==> src/rtl/mem_port_arbiter.sv <==
// -----------------------------------------------------------------------------
// mem_port_arbiter
//   Arbitrates a fetch requester and a data requester onto one shared
//   single-port synchronous memory. Each transaction walks IDLE -> ACCESS ->
//   RESP -> IDLE: the address (and store data / write enable) is registered
//   when the request is accepted, the memory samples it at the end of ACCESS,
//   and mem_q is captured into the winner's read-data register at the end of
//   RESP.
//
//   Configuration macro: MEM_ARB_ROUND_ROBIN_EN
//     defined   -> simultaneous requests alternate (fetch favoured after reset)
//     undefined -> fixed priority, data over fetch
//
// Ports
//   clock, reset              : single clock, asynchronous active-high reset
//   f_req, f_addr             : fetch read request (held until f_gnt)
//   f_gnt, f_rvalid, f_rdata  : fetch grant pulse, completion pulse, read data
//   d_req, d_we, d_addr,
//   d_wdata                   : data request (store when d_we = 1)
//   d_gnt, d_rvalid, d_rdata  : data grant pulse, completion pulse, load data
//   mem_address, mem_data,
//   mem_wren, mem_q           : shared memory port (mem_q valid one cycle
//                               after the address is sampled)
//   busy                      : high whenever a transaction is in flight
// -----------------------------------------------------------------------------
module mem_port_arbiter #(
   parameter int ADDR_W = 16,
   parameter int DATA_W = 16
) (
   input  logic              clock,
   input  logic              reset,
   input  logic              f_req,
   input  logic [ADDR_W-1:0] f_addr,
   output logic              f_gnt,
   output logic              f_rvalid,
   output logic [DATA_W-1:0] f_rdata,
   input  logic              d_req,
   input  logic              d_we,
   input  logic [ADDR_W-1:0] d_addr,
   input  logic [DATA_W-1:0] d_wdata,
   output logic              d_gnt,
   output logic              d_rvalid,
   output logic [DATA_W-1:0] d_rdata,
   output logic [ADDR_W-1:0] mem_address,
   output logic [DATA_W-1:0] mem_data,
   output logic              mem_wren,
   input  logic [DATA_W-1:0] mem_q,
   output logic              busy
);

   typedef enum logic [1:0] {
      S_IDLE   = 2'd0,
      S_ACCESS = 2'd1,
      S_RESP   = 2'd2
   } state_t;

   state_t r_state;
   state_t w_next_state;
   logic   w_any_req;
   logic   w_win_d;     // 1 = data requester wins this arbitration
   logic   r_owner_d;   // owner of the transaction in flight
   logic   r_store;     // transaction in flight is a store (no read data)

`ifdef MEM_ARB_ROUND_ROBIN_EN
   logic   r_prefer_d;  // 1 = data wins the next tie; reset favours fetch
`endif

   assign w_any_req = f_req | d_req;
   assign busy      = (r_state != S_IDLE);

   // NOTE: every signal written here gets a default first, so no path can
   // leave it unassigned and infer a latch.
   always_comb begin
      w_next_state = r_state;
      w_win_d      = 1'b0;
`ifdef MEM_ARB_ROUND_ROBIN_EN
      w_win_d      = d_req & (~f_req | r_prefer_d);
`else
      w_win_d      = d_req;
`endif
      case (r_state)
         S_IDLE:   if (w_any_req) w_next_state = S_ACCESS;
         S_ACCESS: w_next_state = S_RESP;
         S_RESP:   w_next_state = S_IDLE;
         default:  w_next_state = S_IDLE;
      endcase
   end

   // NOTE: sequential state uses non-blocking assignments so every register
   // samples pre-edge values regardless of statement order.
   always_ff @(posedge clock or posedge reset) begin
      if (reset) r_state <= S_IDLE;
      else       r_state <= w_next_state;
   end

   // Datapath and handshake registers. The async reset clears everything,
   // which also aborts a transaction in flight without an rvalid.
   always_ff @(posedge clock or posedge reset) begin
      if (reset) begin
         r_owner_d   <= 1'b0;
         r_store     <= 1'b0;
         mem_address <= '0;
         mem_data    <= '0;
         mem_wren    <= 1'b0;
         f_gnt       <= 1'b0;
         d_gnt       <= 1'b0;
         f_rvalid    <= 1'b0;
         d_rvalid    <= 1'b0;
         f_rdata     <= '0;
         d_rdata     <= '0;
`ifdef MEM_ARB_ROUND_ROBIN_EN
         r_prefer_d  <= 1'b0;
`endif
      end else begin
         // Grants and completions are single-cycle pulses.
         f_gnt    <= 1'b0;
         d_gnt    <= 1'b0;
         f_rvalid <= 1'b0;
         d_rvalid <= 1'b0;
         case (r_state)
            S_IDLE: begin
               if (w_any_req) begin
                  r_owner_d   <= w_win_d;
                  r_store     <= w_win_d & d_we;
                  mem_address <= w_win_d ? d_addr : f_addr;
                  mem_wren    <= w_win_d & d_we;
                  // mem_data only moves for a store; loads leave it alone.
                  if (w_win_d && d_we) mem_data <= d_wdata;
                  f_gnt       <= ~w_win_d;
                  d_gnt       <= w_win_d;
`ifdef MEM_ARB_ROUND_ROBIN_EN
                  r_prefer_d  <= ~w_win_d;
`endif
               end
            end
            S_ACCESS: begin
               // The memory samples address/data/wren on this edge.
               mem_wren <= 1'b0;
            end
            S_RESP: begin
               // mem_q now reflects the address sampled at the end of ACCESS.
               if (r_owner_d) begin
                  d_rvalid <= 1'b1;
                  if (!r_store) d_rdata <= mem_q;
               end else begin
                  f_rvalid <= 1'b1;
                  f_rdata  <= mem_q;
               end
            end
            default: ;
         endcase
      end
   end

endmodule
==> config.mk <==
export PLATFORM = sky130hd
export DESIGN_NAME = mem_port_arbiter
export DESIGN_NICKNAME = d
export VERILOG_FILES = /design/src/rtl/mem_port_arbiter.sv
export SDC_FILE = /design/constraint.sdc
export NUM_CORES = 1
export LEC_CHECK = 0
export CAP_MARGIN = 10
export CORE_MARGIN = 3
export CORE_UTILIZATION = 34
export CTS_BUF_LIST = sky130_fd_sc_hd__clkbuf_4 sky130_fd_sc_hd__clkbuf_8
export CTS_CLUSTER_SIZE = 14
export DETAILED_ROUTE_END_ITERATION = 10
export MAX_ROUTING_LAYER = met4
export PLACE_DENSITY = 0.69
export SLEW_MARGIN = 20
export SYNTH_ARGS = -nofsm -noshare
export SYNTH_HDL_FRONTEND = slang
export SYNTH_SLANG_ARGS = --single-unit
==> constraint.sdc <==
create_clock -name clock -period 4.8 [get_ports clock]
set_clock_uncertainty 0.2 [all_clocks]
set_input_delay 1.2 -clock clock [delete_from_list [all_inputs] [get_ports clock]]
set_output_delay 1.2 -clock clock [all_outputs]
set_load 0.03 [all_outputs]
==> results of run 1 <==
==> per-layer routing <==
metal | share of wire | track usage | routed length (um) | up-vias
met3 | 0.088 | 0.0375 | 573 | 6
li1 | - | - | - | 913
met5 | 0 | - | 0 | -
met1 | 0.45 | 0.188 | 2940 | 939
met2 | 0.46 | 0.212 | 2990 | 102
met4 | 0.0073 | 0.0473 | 48 | 0
==> synthesized netlist by cell type, drive strengths merged <==
cell type	count	area (um2)
mux2	80	912
dfrtp	73	1830
buf	8	82.6
a21o	3	22.5
inv	3	11.3
nor2b	3	26.3
nor2	2	7.51
and2	1	6.26
and3	1	6.26
and3b	1	10.0
nand2	1	3.75
nor3b	1	12.5
o21ai	1	8.76
==> cells by family after synthesis <==
kind of cell / Yosys count
compound gates: 4
buf+inv: 11
flops: 73
simple gates: 10
mux: 80
==> power by group <==
group / total [uW] / switching (uW) / internal (uW) / leakage [uW]
logic: 1790 / 930 / 860 / 0.000949
registers: 1080 / 159 / 923 / 0.000874
clock network: 532 / 213 / 319 / 0.000115
==> worst paths after layout <==
check                            from  cells past startpoint             end
max                        r_state[0]                      3            busy
min                        r_state[1]                      1      r_state[1]
max reg2reg                r_state[0]                      3     mem_data[0]
min reg2reg                r_state[1]                      1      r_state[1]
max in group asynchronous       reset                      3  mem_address[8]
min in group asynchronous       reset                      2      f_rdata[4]
==> layout make-up <==
| class | instances | area [um2] |
|---|---|---|
| Fill cell | 714 | 3670 |
| Sequential cell | 73 | 1830 |
| Clock inverter | 5 | 77.6 |
| Timing Repair Buffer | 142 | 1410 |
| Clock buffer | 11 | 151 |
| Multi-Input combinational cell | 94 | 1020 |
| Inverter | 3 | 11.3 |
| Tap cell | 105 | 131 |
==> critical path, delay by kind of cell, from the launching register on <==
family	cells	cell delay (ns)
AND/OR/NAND/NOR	1	0.32
buffers and inverters	2	0.73
flip-flops	1	0.41
==> through the flow <==
stage | util | cell area (um2) | instances | hold WS, ns
2_1_floorplan | - | 2940 | 178 | 0.243
3_3_place_gp | 0.530 | 4400 | 417 | 0.270
3_5_place_dp | 0.530 | 4400 | 417 | 0.283
4_1_cts | 0.557 | 4630 | 433 | 0.293
5_1_grt | 0.557 | 4630 | 433 | 0.317
6_report | 0.557 | 4630 | 433 | 0.296
==> registers in the layout, indices dropped and copies added (netlist names) <==
register     flops
d_rdata         16
f_rdata         16
mem_address     16
mem_data        16
r_state          2
d_gnt            1
d_rvalid         1
f_gnt            1
f_rvalid         1
mem_wren         1
r_owner_d        1
r_store          1
==> impl_metrics.env, run 1 <==
export IMPL_htreeDepth=3
export IMPL_cts_tree="built"
export IMPL_synth_fa_ha_area_frac=0
export IMPL_min_path_type="reg2reg"
export IMPL_syn_nets=247
export IMPL_diodes=0
export IMPL_cts_buffer_depth=2
export IMPL_grt_pass1_vias=2134
export IMPL_finalMaxSlewViolations=0
export IMPL_synthXorXnorAreaFrac=0
export IMPL_grt_overflow_total=0
export IMPL_die_w_um=98.9
export IMPL_cts_sink_count=73
export IMPL_cts_root_buf="clkbuf_8"
export IMPL_fin_crit_sh=0.663
export IMPL_first_pass_iters=3
export IMPL_numCtsBuffers=9
export IMPL_ctsHoldBuffers=0
export IMPL_endpoint_kind="primary output"
export IMPL_setup_tns_ns=0
export IMPL_core_area_um2=8300
export IMPL_ys_seq_area_frac=0.622
export IMPL_cp_start_kind="register"
export IMPL_clk_pin_slew_ns=0.07
export IMPL_period_needed_ns=3.18
export IMPL_final_cell_mix="clkdlybuf4s50_1, mux2_2, dfrtp_1"
export IMPL_port_buffers=138
export IMPL_ys_ff_latch=73
export IMPL_die_area_um2=9790
export IMPL_ioPinCount=139
export IMPL_cpMaxStageDelayCell="clkdlybuf4s50_1"
export IMPL_place_ws_ns=1.39
export IMPL_p_leak_uw=0.00194
export IMPL_post_cts_resized=0
export IMPL_setup_viol=0
export IMPL_synth_top_family_by_area="multiplexers"
export IMPL_post_cts_buffers=0
export IMPL_synthMuxAreaShare=0.311
export IMPL_p_per_area_nw_per_um2=736
export IMPL_syn_area_per_cell_um2=16.5
export IMPL_synth_compound_area_frac=0.0107
export IMPL_antenna_found_initial=0
export IMPL_ir_drop_v=0.000329
export IMPL_rows=33
export IMPL_routed_via_density=4.53
export IMPL_finalPower_uw=3400
export IMPL_crit_chain="nor2_1 -> inv_1 -> clkdlybuf4s50_1"
export IMPL_start_util=0.354
export IMPL_grt_max_degree=37
export IMPL_wl_um=6550
export IMPL_rsz0062_at_grt="false"
export IMPL_status="completed"
export IMPL_synth_area_um2=2940
export IMPL_dp_hpwl_um=4930
export IMPL_layout_drive_gt1_share=0.320
export IMPL_worstPathRequired_ns=3.40
export IMPL_first_iter_violations=24
export IMPL_syn_inst=178
export IMPL_yosysWarnings=0
export IMPL_track_usage=0.142
export IMPL_r2r_slack_ns=2.59
export IMPL_drc_errors=0
export IMPL_clkLatencyLatePin_ns=0.32
export IMPL_critPathMaxStageDelay_ns=0.62
export IMPL_gp_routability_congestion=0.683
export IMPL_routedWlPerCell_um=15.1
export IMPL_vias=1960
export IMPL_maxCapViolCount=0
export IMPL_grt_pass1_wl_um=10700
export IMPL_fin_nets=392
export IMPL_worst_pin_slew_ns=0.928
export IMPL_path_class="reg2out"
export IMPL_setup_ws_ns=1.62
export IMPL_ant_nets=0
export IMPL_fmax_ghz=0.314
export IMPL_worstPathMaxFanout=5
export IMPL_yosysUniqueCellTypes=18
export IMPL_die_h_um=98.9
export IMPL_synth_simple_area_share=0.0247
export IMPL_area_growth_pct=57.5
export IMPL_finalHoldViolCount=0
export IMPL_final_common_cell="clkdlybuf4s50_1"
export IMPL_slew_headroom=0.381
export IMPL_crit_arrival_ns=1.78
Power figures use the tool's default switching activity.
==> inputs of run 2 (changes only) <==
--- a/config.mk
+++ b/config.mk
@@ -12,7 +12,7 @@
 export CTS_CLUSTER_SIZE = 14
 export DETAILED_ROUTE_END_ITERATION = 10
 export MAX_ROUTING_LAYER = met4
-export PLACE_DENSITY = 0.69
+export PLACE_DENSITY = 0.71
 export SLEW_MARGIN = 20
 export SYNTH_ARGS = -nofsm -noshare
 export SYNTH_HDL_FRONTEND = slang
==> constraint.sdc (replaced) <==
create_clock -name clock -period 2.75 [get_ports clock]
set_clock_uncertainty 0.2 [all_clocks]
set_input_delay 0.6875 -clock clock [delete_from_list [all_inputs] [get_ports clock]]
set_output_delay 0.6875 -clock clock [all_outputs]
set_load 0.03 [all_outputs]
==> run 2 against run 1 <==
Sequential power increased by 75%; largest power group unchanged; routed wire length increased by 3.5%; power increased by 73%; combinational power increased by 77%; via count increased by 2.6%; critical path type unchanged; count of clock-buffer cells in the layout decreased by 1; sequential share of layout area decreased by 0.18 points; non-clock buffer count increased by 5.
==> impl_metrics.env, run 2 (synthesized netlist as in run 1, its figures left out) <==
export IMPL_status="completed"
export IMPL_dpl_cell_count=422
export IMPL_fin_nets=397
export IMPL_clk_pin_slew_ns=0.07
export IMPL_path_class="reg2out"
export IMPL_grt_pass1_wl_um=10800
export IMPL_setup_ws_ns=0.258
export IMPL_ant_nets=0
export IMPL_clkLatencyLatePin_ns=0.33
export IMPL_hold_path_end="r_state[1]"
export IMPL_die_h_um=98.9
export IMPL_layout_drive_gt1_share=0.330
export IMPL_finalMaxSlewViolations=0
export IMPL_grt_pass1_vias=2153
export IMPL_finalHoldViolCount=0
export IMPL_dp_hpwl_um=5060
export IMPL_maxCapViolCount=0
export IMPL_r2r_slack_ns=0.90
export IMPL_fin_cells=438
export IMPL_p_per_area_nw_per_um2=1270
export IMPL_setup_viol=0
export IMPL_numCtsBuffers=9
export IMPL_cts_buffer_depth=2
export IMPL_routed_via_density=4.59
export IMPL_die_w_um=98.9
export IMPL_endpoint_kind="primary output"
export IMPL_worstPathRequired_ns=1.86
export IMPL_final_common_cell="clkdlybuf4s50_1"
export IMPL_reg2reg_depth=3
export IMPL_gp_routability_congestion=0.710
export IMPL_htreeDepth=3
export IMPL_grt_max_degree=74
export IMPL_cts_sink_count=73
export IMPL_cpMaxStageDelayCell="clkdlybuf4s50_1"
export IMPL_drc_errors=0
export IMPL_place_ws_ns=0.233
export IMPL_final_cell_mix="clkdlybuf4s50_1, mux2_2, dfrtp_1"
export IMPL_cp_top_family="buffers and inverters"
export IMPL_slew_headroom=0.638
export IMPL_rows=33
export IMPL_hold_depth=1
export IMPL_crit_arrival_ns=1.60
export IMPL_port_buffers=138
export IMPL_critPathMaxStageDelay_ns=0.61
export IMPL_die_area_um2=9790
export IMPL_antenna_found_initial=0
export IMPL_cp_buffers_inverters=2
export IMPL_start_util=0.354
export IMPL_routedWlPerCell_um=15.5
export IMPL_core_area_um2=8300
export IMPL_period_needed_ns=2.49
export IMPL_p_leak_uw=0.00195
export IMPL_cts_root_buf="clkbuf_8"
export IMPL_min_path_type="reg2reg"
export IMPL_crit_chain="nor2_1 -> inv_1 -> clkdlybuf4s50_1"
export IMPL_track_usage=0.147
export IMPL_ctsHoldBuffers=0
export IMPL_ir_drop_v=0.000555
export IMPL_r2r_end="d_rdata[15]"
export IMPL_worstPathMaxFanout=4
export IMPL_first_pass_iters=4
export IMPL_ioPinCount=139
export IMPL_setup_tns_ns=0
export IMPL_fin_crit_sh=0.906
export IMPL_post_cts_buffers=0
export IMPL_worst_pin_slew_ns=0.542
export IMPL_timing_rr_start="r_state[0]"
export IMPL_post_cts_resized=0
export IMPL_rsz0062_at_grt="false"
export IMPL_diodes=0
export IMPL_fmax_ghz=0.401
export IMPL_holdWs_ns=0.284
export IMPL_grt_overflow_total=0
export IMPL_first_iter_violations=63
export IMPL_cts_tree="built"
export IMPL_vias=2010
export IMPL_area_growth_pct=58.2
export IMPL_cp_start_kind="register"
export IMPL_wl_um=6780
export IMPL_holdCritStartpoint="r_state[1]"
==> run 2: cell types whose count changed in the layout (fill, tap and decap cells not counted), sizes merged <==
cell    delta
bufinv     -1
clkbuf     -1
clkinv     +2
buf        +5
==> run 2: per-stage QoR <==
stage | total power, uW | utilization | cell area (um2)
floorplan | 3770 | - | 2940
global placement | 5050 | 0.536 | 4450
global route | 6210 | 0.560 | 4650
detailed placement | 5120 | 0.536 | 4450
CTS | 5970 | 0.560 | 4650
finish | 5880 | 0.560 | 4650
==> run 2: final cells by class <==
class                      instances  area, um2
inverter                           3       11.3
multi-input combinational         94       1020
clock buffer                      10        131
clock inverter                     6       68.8
tap                              105        131
fill                             710       3650
timing repair buffer             147       1460
sequential                        73       1830
==> run 2: worst max-delay path by stage <==
stage / from / end / slack, ns / depth (start not counted)
after CTS: r_state[0] / busy / 0.25 / 3
after global routing: r_state[0] / busy / 0.18 / 3
after global placement: d_req / mem_address[6] / 0.27 / 4
after floorplan: reset / d_gnt / 0.009 / 1
after detailed placement: d_req / mem_address[4] / 0.23 / 4
final: r_state[0] / busy / 0.26 / 3
==> run 2: power by group <==
part	internal [uW]	switching [uW]	total (uW)
clock	432	393	825
sequential	1610	278	1890
combinational	1540	1630	3170
==> run 2: metal layers <==
| metal | GRT usage | vias up | wire, um |
|---|---|---|---|
| met3 | 0.0517 | 2 | 457 |
| met5 | - | - | 0 |
| met1 | 0.187 | 991 | 3030 |
| met2 | 0.228 | 95 | 3260 |
| li1 | - | 922 | - |
| met4 | 0.0315 | 0 | 28 |
